===== src/rtl/prbs_word_gen.sv =====
// Purpose : PRBS-15 (x^15+x^14+1, Fibonacci) word source for the BER tester; 13-bit words, bit 12 first in time.
// Latency : first word valid one cycle after start is sampled in IDLE; back-to-back words with no bubble after that.
// Backpr. : valid/ready; a word is held stable until it is accepted, and stop never withdraws a presented word.
//
// Ports
//   clk, rst            rising-edge clock; synchronous active-high reset (priority over everything)
//   start               level; begins a burst when sampled in IDLE
//   stop                level; requests early end of the burst (pending word still completes)
//   seed_load, seed     one-cycle strobe + 15-bit seed, honoured only in IDLE (0 -> DEFAULT_SEED)
//   out_ready           downstream accepts data_out
//   out_valid, data_out word handshake toward serializer/loopback
//   word_count          words transferred this burst (saturating, held in IDLE/DONE)
//   busy, done          RUN|STOPPING, DONE
//
// Optional build macro PRBS_ERR_INJECT_EN adds inject_err (in) and inject_count (out): a one-shot
// flag that flips bit 0 of the next transferred word without disturbing the LFSR sequence.

module prbs_word_gen #(
  parameter int          WIDTH        = 13,
  parameter int          NUM_WORDS    = 0,
  parameter logic [14:0] DEFAULT_SEED = 15'h7FFF
) (
  input  logic             clk,
  input  logic             rst,
  input  logic             start,
  input  logic             stop,
  input  logic             seed_load,
  input  logic [14:0]      seed,
  input  logic             out_ready,
`ifdef PRBS_ERR_INJECT_EN
  input  logic             inject_err,
  output logic [15:0]      inject_count,
`endif
  output logic             out_valid,
  output logic [WIDTH-1:0] data_out,
  output logic [15:0]      word_count,
  output logic             busy,
  output logic             done
);

  localparam logic [15:0] BURST_LEN = 16'(NUM_WORDS);

  typedef enum logic [1:0] {
    IDLE     = 2'd0,
    RUN      = 2'd1,
    STOPPING = 2'd2,
    DONE     = 2'd3
  } state_t;

  state_t state, state_nxt;

  logic [14:0]      lfsr;
  logic [14:0]      lfsr_nxt;
  logic [14:0]      lfsr_src;
  logic [14:0]      seed_eff;
  logic [14:0]      adv_lfsr;
  logic [WIDTH-1:0] adv_word;
  logic [WIDTH-1:0] word_q;
  logic [15:0]      count_inc;
  logic [15:0]      count_nxt;
  logic             xfer;
  logic             last_xfer;
  logic             load_word;

  // Run the LFSR WIDTH steps; each new bit is also a word bit, earliest bit in the MSB.
  // Returns {state after the last step, word}.
  function automatic logic [WIDTH+14:0] prbs_advance(input logic [14:0] s_in);
    logic [14:0]      s;
    logic [WIDTH-1:0] w;
    logic             nb;
    s = s_in;
    w = '0;
    for (int i = WIDTH - 1; i >= 0; i--) begin
      nb   = s[14] ^ s[13];
      w[i] = nb;
      s    = {s[13:0], nb};
    end
    return {s, w};
  endfunction

  // Handshake and burst bookkeeping
  assign out_valid = (state == RUN) || (state == STOPPING);
  assign busy      = out_valid;
  assign done      = (state == DONE);
  assign xfer      = out_valid && out_ready;
  assign count_inc = (word_count == 16'hFFFF) ? word_count : word_count + 16'd1;
  // Transfer that completes a finite burst; only meaningful for NUM_WORDS != 0.
  assign last_xfer = (NUM_WORDS != 0) && (count_inc == BURST_LEN);

  // State register
  always_ff @(posedge clk) begin
    if (rst) begin
      state <= IDLE;
    end else begin
      state <= state_nxt;
    end
  end

  // Next-state logic. In RUN the burst-complete check comes before stop so that
  // a stop coinciding with the final transfer still lands in DONE.
  always_comb begin
    state_nxt = state;
    case (state)
      IDLE: begin
        if (start) state_nxt = RUN;
      end
      RUN: begin
        if (xfer && last_xfer) begin
          state_nxt = DONE;
        end else if (stop) begin
          state_nxt = xfer ? IDLE : STOPPING;
        end
      end
      STOPPING: begin
        if (xfer) state_nxt = IDLE;
      end
      DONE: begin
        // wait for start to drop so a held start cannot retrigger a burst
        if (!start) state_nxt = IDLE;
      end
      default: state_nxt = IDLE;
    endcase
  end

  // Word generation. A seed loaded together with start feeds the first word
  // directly, so the burst begins from the new seed in the same cycle.
  always_comb begin
    seed_eff  = (seed == 15'd0) ? DEFAULT_SEED : seed;
    lfsr_src  = ((state == IDLE) && seed_load) ? seed_eff : lfsr;
    {adv_lfsr, adv_word} = prbs_advance(lfsr_src);
    // A new word is produced on burst entry and after every transfer that
    // keeps the burst running; the final/stopping transfer leaves the LFSR
    // parked after the last presented word so the next burst continues from it.
    load_word = ((state == IDLE) && start) ||
                ((state == RUN) && xfer && !last_xfer && !stop);
    lfsr_nxt  = lfsr_src;
    if (load_word) lfsr_nxt = adv_lfsr;

    count_nxt = word_count;
    if ((state == IDLE) && start) begin
      count_nxt = 16'd0;
    end else if (xfer) begin
      count_nxt = count_inc;
    end
  end

  always_ff @(posedge clk) begin
    if (rst) begin
      lfsr       <= DEFAULT_SEED;
      word_q     <= '0;
      word_count <= 16'd0;
    end else begin
      lfsr       <= lfsr_nxt;
      word_count <= count_nxt;
      if (load_word) word_q <= adv_word;
    end
  end

`ifdef PRBS_ERR_INJECT_EN
  logic inj_armed;

  // One-shot: any number of pulses arm a single injection, consumed by the next
  // transfer. A pulse on the consuming cycle itself is absorbed.
  always_ff @(posedge clk) begin
    if (rst) begin
      inj_armed    <= 1'b0;
      inject_count <= 16'd0;
    end else if (xfer && inj_armed) begin
      inj_armed    <= 1'b0;
      inject_count <= (inject_count == 16'hFFFF) ? inject_count : inject_count + 16'd1;
    end else if (inject_err) begin
      inj_armed <= 1'b1;
    end
  end

  // The flip is applied on the output only, leaving word_q/LFSR untouched. Arming
  // while a word is stalled flips bit 0 of that held word, since it is the next
  // one to transfer.
  assign data_out = word_q ^ {{(WIDTH-1){1'b0}}, (inj_armed & out_valid)};
`else
  assign data_out = word_q;
`endif

endmodule


===== config.mk =====
export PLATFORM = sky130hd
export DESIGN_NAME = prbs_word_gen
export DESIGN_NICKNAME = d
export VERILOG_FILES = /design/src/rtl/prbs_word_gen.sv
export SDC_FILE = /design/constraint.sdc
export NUM_CORES = 1
export LEC_CHECK = 0
export ABC_AREA = 1
export BUFFER_PORTS_ARGS = -buffer_cell sky130_fd_sc_hd__buf_2
export CORE_UTILIZATION = 55
export CTS_CLUSTER_DIAMETER = 150
export DETAILED_ROUTE_END_ITERATION = 8
export PLACE_DENSITY = 0.8
export SYNTH_ARGS = -nofsm -noshare
export SYNTH_HDL_FRONTEND = slang
export SYNTH_SLANG_ARGS = --single-unit

===== constraint.sdc =====
create_clock -name clk -period 2.1 [get_ports clk]
set_input_delay 0 -clock clk [delete_from_list [all_inputs] [get_ports clk]]
set_output_delay 0 -clock clk [all_outputs]
set_load 0.005 [all_outputs]

==> flow_metrics.tcl, run 1 <==
set metrics [dict create \
    status "finished with violations" \
    violations "design-rule violations" \
    synthCells 397 \
    fp.dieArea_mm2 0.00503 \
    root_buffer "clkbuf_8" \
    viasPerCell 5.16 \
    holdBufCountCts 0 \
    relSlewSlack_pct 59.5 \
    antenna_found_initial 0 \
    final.setup.tns_ns 0 \
    yosysSeqAreaShare_pct 35.2 \
    synth_seq_cells 46 \
    dp_slack_ns 0.231 \
    hold_ws_ns 0.0660 \
    clk_latency_ns 0.30 \
    wl_per_cell_um 12.0 \
    drt_iter0_drc 151 \
    fin_ws_ns 0.183 \
    finalSetupViolations 0 \
    grt_pass1_vias 2347 \
    clk_pin_slew_ns 0.09 \
    grt_setup_unrepaired "no" \
    cts_tree "yes" \
    skew_ns 0.00388 \
    critPathMaxFanout 16 \
    dr.pass1.iters 6 \
    grt_usage_pct 25.2 \
    grt_pass1_wl_um 10200 \
    holdCritPathClass "in -> reg" \
    routabilityCongestion 0.921 \
    synth.avg_cell_area_um2 6.59 \
    cts-resized-gates 0 \
    antenna_left 0 \
    port_buffers 52 \
    hp-start "rst" \
    placed_cell_area_mm2 0.00288 \
    rr_endpoint "lfsr[9]$_SDFF_PP1_" \
    min_to "data_out[10]$_SDFFE_PP0N_" \
    whs_path_depth 2 \
    layout.nets 473 \
    fin_crit_ns 1.92 \
    tightest_slew_ns 0.607 \
    dp.final_hpwl_um 4390 \
    drt-total-wl_um 6010 \
    initial_core_util_pct 58.4 \
    ys_warn_count 0 \
    syn2layout_area_growth_pct 13.7 \
    fmax_ghz 0.522 \
    layout-drive-gt1-share_pct 19.5 \
    reg2reg_depth 9 \
    clockBufferDepth 2 \
    powerDensity_mw_per_mm2 1150 \
    fin_crit_sh_pct 91.3 \
    io_pins 53 \
    crit_type "reg -> reg" \
    synth.cell_area_mm2 0.00262 \
    ir_drop_v 0.000727 \
    cts_buffers 5 \
    synth_cell_types 25 \
    rrSetupSlack_ns 0.18 \
    crit_required_ns 2.27 \
    r2r-start "state[1]$_SDFFE_PP0P_" \
    cp.arrival_ns 2.09 \
    synth_nets 424 \
    slew_violations 0 \
    overflow 0 \
    nFillCells 407 \
    drcViolationCount 5 \
    postLayoutCoreUtil_pct 66.4 \
    grt_max_degree 30 \
    clock_sinks 46 \
    die_width_um 71.0 \
    fp.dieH_um 71.0 \
    placementRows 24 \
    antenna_cells 0 \
    vias 2573 \
    stdcell_area_mm2 0.00297 \
    htreeDepth 2 \
    post_cts_buffers 0 \
    start_kind "flop" \
    power.leakage_nw 1.38 \
    maxCapViolCount 0 \
    hold_violations 0 \
    core_area_mm2 0.00447 \
    endpoint_kind "flop" \
]
-- cells in the mapped netlist --
library cell | count | share of area [%]
buf_2 | 5 | 0.96
o21ai_0 | 7 | 1.3
o21ai_4 | 1 | 0.62
nor3_1 | 4 | 0.77
o211ai_1 | 5 | 1.4
inv_1 | 33 | 4.7
xnor2_1 | 6 | 2.0
nand3_2 | 1 | 0.38
ha_1 | 6 | 2.9
nand4_2 | 1 | 0.48
nand2_2 | 4 | 0.96
buf_6 | 4 | 1.7
inv_2 | 2 | 0.29
dfxtp_1 | 46 | 35
nor2_1 | 53 | 7.6
clkbuf_1 | 4 | 0.57
a21oi_1 | 34 | 6.5
nor2_4 | 1 | 0.43
a21oi_2 | 11 | 3.7
buf_4 | 2 | 0.57
xor2_1 | 5 | 1.7
nand2_1 | 128 | 18
nand4_1 | 2 | 0.48
nor3_2 | 1 | 0.38
nand3_1 | 31 | 5.9
-- stage by stage --
step / total power, mW / instances
after floorplan: 2.46 / 397
after global placement: 2.80 / 491
after detailed placement: 2.84 / 491
after CTS: 3.41 / 499
after global routing: 3.71 / 499
final: 3.41 / 499
-- sequential cells by signal, indices dropped and copies added, names as in the netlist --
name and flops:
word_count 16, lfsr 15, data_out 13, state 2
-- kinds of logic (layout without fill, tap and decap cells) --
| group | count (synthesis) | count (layout) | synth area share (%) |
|---|---|---|---|
| buf+inv | 50 | 100 | 8.85 |
| simple gates | 226 | 226 | 35.8 |
| flops | 46 | 46 | 35.2 |
| fa+ha+maj | 6 | 6 | 2.87 |
| compound gates | 58 | 58 | 13.6 |
| xor+xnor | 11 | 11 | 3.68 |
-- area by class of cell --
type / instances / area [µm²] / share of cell area (%)
timing repair buffer: 57 / 298 / 10.0
inverter: 35 / 131 / 4.42
sequential: 46 / 921 / 31.0
tap: 52 / 65.1 / 2.19
clock buffer: 7 / 86.3 / 2.90
multi-input combinational: 301 / 1470 / 49.3
clock inverter: 1 / 5.00 / 0.168
-- per-layer routing --
layer,GRT usage (%),vias up,share of wire [%]
met5,0,-,0
met2,41.7,65,46
met4,7.56,0,1.1
li1,-,1358,-
met1,32.9,1143,48
met3,5.84,7,5.0
-- placed cells by master, fill, tap and decap left out, drive strengths merged --
master,count
nor3,5
inv,35
xor2,5
nor2,54
nand2,132
clkbuf,7
xnor2,6
clkinv,1
o211ai,5
ha,6
dfxtp,46
nand3,32
nand4,3
buf,57
a21oi,45
o21ai,8
-- power by group --
part           internal (mW)  total [mW]  switching, mW
logic                  0.572        1.61           1.04
clock network          0.266       0.569          0.303
registers               1.12        1.23          0.110
total                   1.96        3.41           1.45
-- how the worst max path moves through the flow --
stage	startpoint	depth (start not counted)	slack, ns	endpoint
after global routing	state[0]$_SDFFE_PP0P_	9	0.02	lfsr[9]$_SDFF_PP1_
final	state[1]$_SDFFE_PP0P_	9	0.18	lfsr[9]$_SDFF_PP1_
after CTS	state[1]$_SDFFE_PP0P_	9	0.21	lfsr[9]$_SDFF_PP1_
after detailed placement	state[0]$_SDFFE_PP0P_	9	0.23	lfsr[9]$_SDFF_PP1_
after global placement	state[0]$_SDFFE_PP0P_	9	0.31	lfsr[2]$_SDFF_PP1_
after floorplan	state[0]$_SDFFE_PP0P_	11	0.50	lfsr[5]$_SDFF_PP1_
-- critical path, stage by stage, from the launching register on --
cell and delay, ns:
dfxtp_1 0.33, inv_1 0.12, ha_1 0.22, nand2_2 0.08, inv_1 0.36, nor2_1 0.12, a21oi_1 0.26, nand2_1 0.10
nand3_1 0.10, nand3_1 0.08
No activity file was read; power rests on OpenSTA's default activity.
==> run 2: changes to the inputs <==
RECOVER_POWER = 25   (was not set)
==> run 2 against run 1 <==
The flow still finishes with violations (design-rule violations). Die area stayed put. Clock-buffer cell count is the same. Utilization fell by 0.14 points. Global-route usage did not move. First-iteration DRC count grew 4.0%. Sequential power is essentially flat. Cell area shrank 0.21%. Critical endpoint unchanged. Highest routed layer unchanged.
==> flow_metrics.tcl, run 2 (synthesis results as in run 1) <==
set metrics [dict create \
    drcViolationCount 5 \
    syn2layout_area_growth_pct 13.4 \
    grt_usage_pct 25.2 \
    core_area_mm2 0.00447 \
    rrSetupSlack_ns 0.18 \
    powerDensity_mw_per_mm2 1140 \
    largest_register_ffs 16 \
    fp.dieArea_mm2 0.00503 \
    grt_setup_unrepaired "no" \
    grt_pass1_wl_um 10200 \
    holdCritPathClass "in -> reg" \
    critPathMaxFanout 16 \
    hold_ws_ns 0.0692 \
    postLayoutCoreUtil_pct 66.3 \
    dp_slack_ns 0.231 \
    power.leakage_nw 1.36 \
    antenna_left 0 \
    nFillCells 410 \
    fp.dieH_um 71.0 \
    fmax_ghz 0.522 \
    drt_iter0_drc 157 \
    antenna_found_initial 0 \
    clk_pin_slew_ns 0.09 \
    vias 2578 \
    cts_tree "yes" \
    finalSetupViolations 0 \
    dp.final_hpwl_um 4390 \
    fin_crit_sh_pct 91.2 \
    layout.nets 473 \
    crit_type "reg -> reg" \
    initial_core_util_pct 58.4 \
    final.setup.tns_ns 0 \
    routabilityCongestion 0.921 \
    overflow 0 \
    top_register "word_count" \
    clk_latency_ns 0.30 \
    port_buffers 52 \
    layout_commonest_cell "nand2_1" \
    multi_input_area_mm2 0.00147 \
    grt_pass1_vias 2347 \
    clockBufferDepth 2 \
    skew_ns 0.00369 \
    layout_common_cells "nand2_1, nor2_1, buf_2" \
    cts-resized-gates 0 \
    maxCapViolCount 0 \
    ir_drop_v 0.000725 \
    wl_per_cell_um 12.0 \
    placementRows 24 \
    violations "design-rule violations" \
    endpoint_kind "flop" \
    io_pins 53 \
    crit_required_ns 2.27 \
    tightest_slew_ns 0.605 \
    cp.arrival_ns 2.08 \
    holdBufCountCts 0 \
    layout-drive-gt1-share_pct 18.3 \
    htreeDepth 2 \
    antenna_cells 0 \
    seq_area_um2 921 \
    dr.pass1.iters 6 \
    viasPerCell 5.17 \
    drt-total-wl_um 5980 \
    fin_crit_ns 1.92 \
    relSlewSlack_pct 59.6 \
    fin_ws_ns 0.185 \
    post_cts_buffers 0 \
    cts_buffers 5 \
    totalPowerFinal_mw 3.39 \
    slew_violations 0 \
    hold_violations 0 \
    die_width_um 71.0 \
    clock_sinks 46 \
    status "finished with violations" \
    start_kind "flop" \
    root_buffer "clkbuf_8" \
    grt_max_degree 30 \
]
run 2: worst max-delay path, cell delays in order (launching register included):
cell	delay, ns
dfxtp_1	0.33
inv_1	0.12
ha_1	0.22
nand2_2	0.08
inv_1	0.36
nor2_1	0.13
a21oi_1	0.26
nand2_1	0.10
nand3_1	0.10
nand3_1	0.08
run 2: metrics by stage:
step	instances	instance area [µm²]
6_report	499	2970
3_5_place_dp	491	2880
5_1_grt	499	2970
3_3_place_gp	491	2880
4_1_cts	499	2970
2_1_floorplan	397	2620
run 2: where the power goes:
| group | switching [mW] | leakage, nW | total (mW) | internal, mW |
|---|---|---|---|---|
| Combinational | 1.04 | 0.934 | 1.60 | 0.564 |
| Clock | 0.297 | 0.0482 | 0.563 | 0.266 |
| Sequential | 0.110 | 0.377 | 1.23 | 1.12 |
run 2: layout make-up:
type | instances | area share (%)
Clock inverter | 1 | 0.169
Inverter | 35 | 4.43
Timing Repair Buffer | 57 | 9.83
Clock buffer | 7 | 2.91
Sequential cell | 46 | 31.0
Tap cell | 52 | 2.19
Multi-Input combinational cell | 301 | 49.4
run 2: path summary, 6_finish.rpt:
check                            from                       end  cells after the start
max reg2reg     state[0]$_SDFFE_PP0P_        lfsr[9]$_SDFF_PP1_                      9
min reg2reg  data_out[1]$_SDFFE_PP0N_  data_out[1]$_SDFFE_PP0N_                      2
max             state[0]$_SDFFE_PP0P_        lfsr[9]$_SDFF_PP1_                      9
min                               rst  data_out[0]$_SDFFE_PP0N_                      2
run 2: metal layers:
metal	vias to the layer above	wire, µm	share of wire (%)	global-route usage [%]
met3	8	321	5.4	5.84
met4	0	73	1.2	7.56
met5	-	0	0	0
li1	1358	-	-	-
met1	1129	2810	47	32.9
met2	83	2770	46	41.7
